==> src/rtl/cic_interp_stream.sv <==
// rtl/cic_interp_stream.sv - streaming CIC interpolator with selectable rate
// Comb chain runs at input rate, integrators at output rate; output is normalised, rounded and saturated.
module cic_interp_stream #(
    parameter int BW            = 16,
    parameter int N             = 4,
    parameter int LOG2_MAX_RATE = 7
) (
    input  logic                     clock,
    input  logic                     reset_n,
    input  logic                     enable,
    input  logic [LOG2_MAX_RATE:0]   rate,
    input  logic signed [BW-1:0]     in_tdata,
    input  logic                     in_tvalid,
    output logic                     in_tready,
    output logic signed [BW-1:0]     out_tdata,
    output logic                     out_tvalid,
    input  logic                     out_tready,
    output logic                     clip
);

    localparam int W  = BW + N + (N-1)*LOG2_MAX_RATE;
    localparam int RW = LOG2_MAX_RATE + 1;

    localparam logic [RW-1:0]        R_MAX   = {1'b1, {LOG2_MAX_RATE{1'b0}}};
    localparam logic [RW-1:0]        R_ONE   = {{LOG2_MAX_RATE{1'b0}}, 1'b1};
    localparam logic signed [W-1:0]  SAT_MAX = {{(W-BW+1){1'b0}}, {(BW-1){1'b1}}};
    localparam logic signed [W-1:0]  SAT_MIN = {{(W-BW+1){1'b1}}, {(BW-1){1'b0}}};
    localparam logic signed [BW-1:0] OUT_MAX = {1'b0, {(BW-1){1'b1}}};
    localparam logic signed [BW-1:0] OUT_MIN = {1'b1, {(BW-1){1'b0}}};

    function automatic logic [RW-1:0] clamp_rate(input logic [RW-1:0] r);
        if (r == '0)
            return R_ONE;
        else if (r > R_MAX)
            return R_MAX;
        else
            return r;
    endfunction

    function automatic int ceil_log2(input logic [RW-1:0] r);
        int cl;
        cl = 0;
        for (int k = 0; k < LOG2_MAX_RATE; k++) begin
            if ((32'd1 << k) < 32'(r))
                cl = k + 1;
        end
        return cl;
    endfunction

    logic [RW-1:0]        r_q, r_d;
    logic [RW-1:0]        phase_q, phase_d;
    logic signed [W-1:0]  d_q [N];
    logic signed [W-1:0]  d_d [N];
    logic signed [W-1:0]  c_q [N];
    logic signed [W-1:0]  c_d [N];
    logic signed [W-1:0]  i_q [N];
    logic signed [W-1:0]  i_d [N];
    logic signed [BW-1:0] out_tdata_q, out_tdata_d;
    logic                 out_tvalid_q, out_tvalid_d;
    logic                 clip_q, clip_d;

    logic [RW-1:0]        r_eff;
    int                   shift_amt;
    logic signed [W-1:0]  round_bias;
    logic signed [W-1:0]  rounded;
    logic signed [W-1:0]  shifted;
    logic                 sat_hi, sat_lo;
    logic signed [BW-1:0] norm;
    logic signed [W-1:0]  x_ext;
    logic                 ready_ok, accept, adv;

    // A latched value of 0 only occurs straight out of reset and behaves as R=1.
    assign r_eff      = clamp_rate(r_q);
    assign shift_amt  = (N-1) * ceil_log2(r_eff);
    assign round_bias = (shift_amt == 0) ? '0 : (W'(1) << (shift_amt - 1));
    assign rounded    = i_q[N-1] + round_bias;
    assign shifted    = rounded >>> shift_amt;
    assign sat_hi     = shifted > SAT_MAX;
    assign sat_lo     = shifted < SAT_MIN;
    assign norm       = sat_hi ? OUT_MAX : (sat_lo ? OUT_MIN : shifted[BW-1:0]);
    assign x_ext      = {{(W-BW){in_tdata[BW-1]}}, in_tdata};

    // reset_n gates the handshake so no input is taken while registers are held in reset.
    assign ready_ok   = reset_n && enable && (!out_tvalid_q || out_tready);
    assign in_tready  = ready_ok && (phase_q == '0);
    assign accept     = in_tvalid && in_tready;
    assign adv        = ready_ok && ((phase_q != '0) || in_tvalid);

    assign out_tdata  = out_tdata_q;
    assign out_tvalid = out_tvalid_q;
    assign clip       = clip_q;

    always_comb begin
        r_d          = r_q;
        phase_d      = phase_q;
        out_tdata_d  = out_tdata_q;
        out_tvalid_d = out_tvalid_q;
        clip_d       = 1'b0;
        for (int i = 0; i < N; i++) begin
            d_d[i] = d_q[i];
            c_d[i] = c_q[i];
            i_d[i] = i_q[i];
        end

        if (!enable) begin
            r_d          = clamp_rate(rate);
            phase_d      = '0;
            out_tdata_d  = '0;
            out_tvalid_d = 1'b0;
            for (int i = 0; i < N; i++) begin
                d_d[i] = '0;
                c_d[i] = '0;
                i_d[i] = '0;
            end
        end else begin
            if (accept) begin
                d_d[0] = x_ext;
                c_d[0] = x_ext - d_q[0];
                for (int i = 1; i < N; i++) begin
                    d_d[i] = c_q[i-1];
                    c_d[i] = c_q[i-1] - d_q[i];
                end
            end

            // Zero-stuffing: the comb output enters the integrators only on phase 0.
            if (adv) begin
                i_d[0] = i_q[0] + ((phase_q == '0) ? c_q[N-1] : '0);
                for (int i = 1; i < N; i++)
                    i_d[i] = i_q[i] + i_q[i-1];
                phase_d      = (phase_q == r_eff - R_ONE) ? '0 : phase_q + R_ONE;
                out_tdata_d  = norm;
                out_tvalid_d = 1'b1;
                clip_d       = sat_hi || sat_lo;
            end else if (out_tvalid_q && out_tready) begin
                out_tvalid_d = 1'b0;
            end
        end
    end

    always_ff @(posedge clock or negedge reset_n) begin
        if (!reset_n) begin
            r_q          <= '0;
            phase_q      <= '0;
            out_tdata_q  <= '0;
            out_tvalid_q <= 1'b0;
            clip_q       <= 1'b0;
            for (int i = 0; i < N; i++) begin
                d_q[i] <= '0;
                c_q[i] <= '0;
                i_q[i] <= '0;
            end
        end else begin
            r_q          <= r_d;
            phase_q      <= phase_d;
            out_tdata_q  <= out_tdata_d;
            out_tvalid_q <= out_tvalid_d;
            clip_q       <= clip_d;
            for (int i = 0; i < N; i++) begin
                d_q[i] <= d_d[i];
                c_q[i] <= c_d[i];
                i_q[i] <= i_d[i];
            end
        end
    end

endmodule
==> config.mk <==
export PLATFORM = sky130hd
export DESIGN_NAME = cic_interp_stream
export DESIGN_NICKNAME = d
export VERILOG_FILES = /design/src/rtl/cic_interp_stream.sv
export SDC_FILE = /design/constraint.sdc
export NUM_CORES = 2
export LEC_CHECK = 0
export CAP_MARGIN = 10
export CORE_ASPECT_RATIO = 0.7
export CORE_UTILIZATION = 40
export DETAILED_ROUTE_END_ITERATION = 6
export PLACE_DENSITY = 0.53
export SLEW_MARGIN = 20
export SYNTH_ARGS = -nofsm -noshare
export SYNTH_HDL_FRONTEND = slang
export SYNTH_SLANG_ARGS = --single-unit
export TNS_END_PERCENT = 100
==> constraint.sdc <==
create_clock -name clock -period 27.4 [get_ports clock]
set_input_delay 4.11 -clock clock [delete_from_list [all_inputs] [get_ports clock]]
set_output_delay 4.11 -clock clock [all_outputs]
set_load 0.03 [all_outputs]
[Word-level counts from Yosys, hierarchy flattened]
Cells that the tools add are included.
Widths: inputs -> output; s select.
Word-level totals
  bits in writable memories: 0
  register bits after elaboration: 526
  output and inout port bits: 19
  word-level logic and storage cells: 93
  ROM bits: 0
  memories kept: 0
  bits of input ports: 29
  bits in latches: 0
Operators by class
  multiply operators: 1
  divide/modulo/power cells: 0
  equal/unequal tests: 4
  reduce and logical (&&, ||, !) cells: 15
  shift-type cells: 2
  bitwise operators: 0
  magnitude comparators: 11
  muxes and demuxes: 31
  $add $sub $neg: 12
Operators by type and width (number)
  $mux 164: 6
  $add 41x41->41: 5
  $mux 32: 6
  $sub 41x41->41: 3
  $mux 41: 2
  $mux 16: 4
  $mux 8: 7
  $gt 41x16->1 const B: 1
  $lt 41x16->1 const B: 1
  $shl 1x32->41 const A: 1
  $sshr 41x32->41: 1
  $sub 16x41->41: 1
  $logic_not 32->1: 1
  $mul 3x32->32 const A: 1
  $sub 32x2->32 const B: 1
  $logic_not 8->1: 3
  $gt 8x8->1 const B: 2
  $add 8x1->8 const B: 1
  $eq 8x8->1: 1
  $lt 1x8->1 const A: 1
  $lt 2x8->1 const A: 1
  $lt 3x8->1 const A: 1
  $lt 4x8->1 const A: 1
  $lt 5x8->1 const A: 1
  10 further kinds: 23

[Depth between registers and ports, before layout]
  depth in word-level cells: 22
  gate-level depth with buffers: 49
  mapped depth without buffers: 36

[Worst setup path after synthesis]
Ideal clock, no wire load.
  path type: register -> register
  start: register r_q[4]
  end: register out_tdata_q[12], in the netlist out_tdata[12]
  cell stages (with the launch flop): 43
  required time: 27279 ps
  slack: 16795 ps
  setup time: 121 ps
  clock period less this slack: 10605 ps
  buffers on the path: 7
  arrival: 10484 ps
  cell sequence: dfrtp_1 clkbuf_1 nor3_1 a21oi_1 nor2_1 inv_1 ha_1 inv_2 o21ai_0 and3_1 a2111oi_0 inv_1 ha_1 ha_1 clkbuf_1 clkinv_1 clkbuf_1 buf_1 [... 7 more ...] inv_1 ha_1 a211oi_2 o211ai_1 a21o_1 a31o_1 buf_4 a211oi_2 xor2_1 mux2i_1 mux2_2 mux4_2 mux2i_1 nand3_1 o41ai_4 buf_6 nand3_2 a22o_1
Between the ends
  longest elaborated chain between the ends: 22
  elaborated cells between the ends (all ways): 31
  classes of those cells: 2 x add/sub; 1 x mul; 10 x order compare; 2 x shift; 14 x mux; 2 x reduce/logical
Ends and longest elaborated chain
  start, declared: line 50  | logic [RW-1:0] r_q, r_d;
  start signal, assigned: line 153  | r_q <= r_d;
  $gt 8x8->1: line 34  | else if (r > R_MAX)
  $mux 8: line 34
  $mux 8 (*): line 32  | if (r == '0)
  $lt 1x8->1: line 44  | if ((32'd1 << k) < 32'(r))
  $mux 1: line 44
  $mux 32 (5 in a row): line 44
  $mux 32 (*): line 44
  $mul 3x32->32 (*): line 74  | assign shift_amt = (N-1) * ceil_log2(r_eff);
  [... 2 more ...]
  $mux 41: line 75  | assign round_bias = (shift_amt == 0) ? '0 : (W'(1) << (shift_amt - 1));
  $add 41x41->41: line 76  | assign rounded = i_q[N-1] + round_bias;
  $sshr 41x32->41 (*): line 77  | assign shifted = rounded >>> shift_amt;
  $lt 41x16->1: line 79  | assign sat_lo = shifted < SAT_MIN;
  $mux 16: line 80  | assign norm = sat_hi ? OUT_MAX : (sat_lo ? OUT_MIN : shifted[BW-1:0]);
  $mux 16 (*): line 80
  $mux 16 (*): line 126  | if (adv) begin
  $mux 16 (*): line 105  | if (!enable) begin
  end signal, assigned: line 155  | out_tdata_q <= out_tdata_d;
  end, declared: line 58  | logic signed [BW-1:0] out_tdata_q, out_tdata_d;
Mark *: on every way between the ends. The rest lies on a longest branch, timed or not. The select of a mux whose other input is x is not followed.
A chain may end at the register's enable or synchronous reset.

[Final worst setup path]
  start: register r_q[4]
  end: register out_tdata_q[10], in the netlist out_tdata[10]
Same word-level chain as after synthesis.

==> flow_summary.ini <==
[status]
status = finished, final reports clean

[critical_path]
timing.critical_path.to_type = register
cp_max_stage_cell = sky130_fd_sc_hd__o41ai_4
critical-path-top-delay-family = compound AO/OA/AOI/OAI gates
worst_path_buf_inv = 6
timing.critical_path.mode_cell = sky130_fd_sc_hd__ha_1
cp_data_arrival_time_ps = 11570
worstRegToRegCells = 37
setup.worst_path.start_class = register
worst_path_largest_cell_delay_ps = 890
setup.worst_path.class = register to register
critical_path_required_ps = 27930
cp_max_fo = 42
path_depth = 37

[clocking]
post_cts.resized_instances = 0
cts.htree.levels = 2
numCtsBuffers = 58
max-clock-path-buffers = 3
root_buffer = sky130_fd_sc_hd__clkbuf_16
post-cts-setup-buffers = 0
cts_sinks = 501
path_clk_slew_ps = 60
worstSkewPairLatency_ps = 650
post_cts_hold_buffer_count = 0
cts_tree = done

[job]
max_cap_viol_count = 0

[placement]
routabilityCongestion = 0.9241
post_detailed_placement_half_perimeter_wirelength_um = 74340
port_buffer_count = 47

[timing]
timing.fmax_mhz = 90.59
min_period_ps = 11040
maxSlewHeadroom_pct = 12.86
fin_crit_sh_pct = 40.29
worst_pin_slew_ps = 1274
setup_total_negative_slack_ps = 0
finalSetupViolations = 0
final.hold.worst_slack_ps = 472.7
final_max_slew_viol_count = 0
report.final.hold_viol_count = 0
rsz0062_at_grt = false
clock-skew-final_ps = 17.16

[global_routing]
grt_most_used_layer = met1
globalRouteMet1Util_pct = 34.31
grt_pass1_vias = 30555
met3_usage_pct = 4.496
track_usage_pct = 21.03
antenna_found_initial = 1
grt_util_met2_pct = 27.53
globalRoute.totalOverflow = 0
grt_first_pass_wirelength_um = 169600
maximum_number_of_pins_on_one_net_before_global_route_repair = 228

[floorplanning]
core.rowCount = 94
num_io_pins = 48
placeableCoreArea_mm2 = 0.09480
die_w_um = 373.2
initial_util_pct = 40.69
die_y_um = 261.8
floorplan.die_area_mm2 = 0.09770

[power_and_ir_drop]
power.ir.vdd_worst_mv = 0.04969
switching_power_mw = 1.055
power.sequential.fraction_pct = 30.3
internal_power_mw = 1.712
power_per_cell_area_mw_per_mm2 = 65.79
power.share.clock_pct = 29.0
leakage_power_total_nw = 19.26
power.combinational.fraction_pct = 40.7
sw_frac_of_total_pct = 38.13

[worst_hold_path]
timing.hold.worst_path_depth = 2
min_path_type = register to register

[synth]
synthesis.yosys.warnings = 0
synth_flop_cell = sky130_fd_sc_hd__dfrtp_1
syn_avg_cell_area_um2 = 8.435
yosys_register_bits = 501
synthCells = 4573
number_of_flops_mapped_to_enable_cells_by_yosys = 0
unique_masters_post_synth = 98
post_synth_instance_area_mm2 = 0.03857
async_reset_ff_share_pct = 100.0
synth_seq_area_share_pct = 32.50

[final_layout]
synth_to_final_area_change_pct = 9.050
post-route-util_pct = 44.37
insertedDiodeCount = 0
layout.cells.most_common = sky130_fd_sc_hd__dfrtp_1
final_cell_mix = sky130_fd_sc_hd__dfrtp_1, sky130_fd_sc_hd__nand2_1, sky130_fd_sc_hd__o21ai_0
nets = 4905
final_layout_size_suffix_gt1_share_pct = 4.788

[route]
drt-pass1-iter-count = 6
drt_drc_violations_left = 0
number_of_nets_with_antenna_violations_after_routing = 0
via_count = 32773
routedWlPerCell_um = 17.84
route.final.wire_length_um = 103500
routed_via_density = 5.650
detail_route.iter0.violations = 2402
cell type report:
type | instances | area (um2)
tap | 1248 | 1562
timing repair buffer | 82 | 768.2
inverter | 233 | 879.6
multi-input combinational | 3638 | 24410
sequential | 501 | 12540
fill | 9510 | 52730
clock inverter | 9 | 163.9
clock buffer | 90 | 1743
layer usage:
layer  part of all wire [%]  wire length [um]
met1                     55             57250
met4                    1.6              1631
met2                     37             38190
met5                      0                 0
met3                    6.2              6417
synth_stat cells, drive strengths merged (17+ instances only):
cell / instances / area share [%]
xor2: 145 / 3.3
nand2b: 54 / 0.88
ha: 351 / 11
buf: 38 / 0.51
and3: 41 / 0.66
a22o: 22 / 0.50
dfrtp: 501 / 33
nor4: 20 / 0.34
a21boi: 17 / 0.33
o21ai: 451 / 5.9
nand2: 495 / 4.8
o21a: 43 / 0.84
nor2b: 29 / 0.47
nand4: 22 / 0.36
mux2i: 50 / 1.3
a21o: 138 / 2.7
nand3: 345 / 4.5
and2: 81 / 1.3
inv: 230 / 2.2
o31ai: 182 / 3.5
nor2: 218 / 2.1
a21oi: 294 / 3.8
o21bai: 25 / 0.49
a31oi: 39 / 0.66
nor3: 58 / 0.77
a211oi: 55 / 1.1
xnor2: 141 / 3.2
clkbuf: 170 / 1.7
o211ai: 42 / 0.83
or3: 35 / 0.57
or2: 25 / 0.41
registers in the layout, summed over array words and instances, names as in the netlist:
signal / count
r_q: 8
phase_q: 8
clip: 1
out_tdata: 16
c_q: 164
out_tvalid: 1
i_q: 164
d_q: 139
worst min-delay path, delay by kind of cell (launching register included):
family	cells	cell delay, ps
and+or+nand+nor	1	40
AOI/OAI and AO/OA	1	60
DFF	1	340
per-stage QoR:
step	setup WS, ps	cell area, um2	instances	power [mW]
after floorplan	16790	38600	4580	1.681
after global placement	16580	40150	5702	1.963
after detailed placement	16520	40150	5702	1.959
after CTS	16510	42060	5801	2.787
after global routing	15690	42060	5801	2.951
final	16360	42060	5801	2.767
power by group through the flow:
stage	logic (mW)	clock network (mW)	registers, mW
after floorplan	0.834	0	0.847
after global placement	1.11	0	0.853
after detailed placement	1.11	0	0.854
after CTS	1.11	0.832	0.841
after global routing	1.24	0.859	0.849
final	1.13	0.803	0.840
logic make-up (layout without fill, tap and decap cells):
| group | Yosys count | in the layout | synth area share (%) |
|---|---|---|---|
| AO/OA/AOI/OAI | 1444 | 1444 | 24.01 |
| adder cells (fa/ha/maj) | 362 | 362 | 11.96 |
| buffers and inverters | 441 | 414 | 4.428 |
| flip-flops | 501 | 501 | 32.50 |
| multiplexers | 77 | 77 | 2.524 |
| AND/OR/NAND/NOR | 1461 | 1461 | 18.07 |
| other | 1 | 8 | 0.009722 |
| XOR/XNOR | 286 | 286 | 6.494 |
worst paths after layout:
| path | start | endpoint | slack [ps] |
|---|---|---|---|
| max reg2reg | r_q[4] | out_tdata[10] | 16360 |
| min | c_q[35] | c_q[35] | 470 |
| min reg2reg | c_q[35] | c_q[35] | 470 |
| max in group asynchronous | reset_n | c_q[131] | 21210 |
| max | r_q[4] | out_tdata[10] | 16360 |
| min in group asynchronous | reset_n | phase_q[1] | 3360 |
No activity file was read; power rests on OpenSTA's default activity.
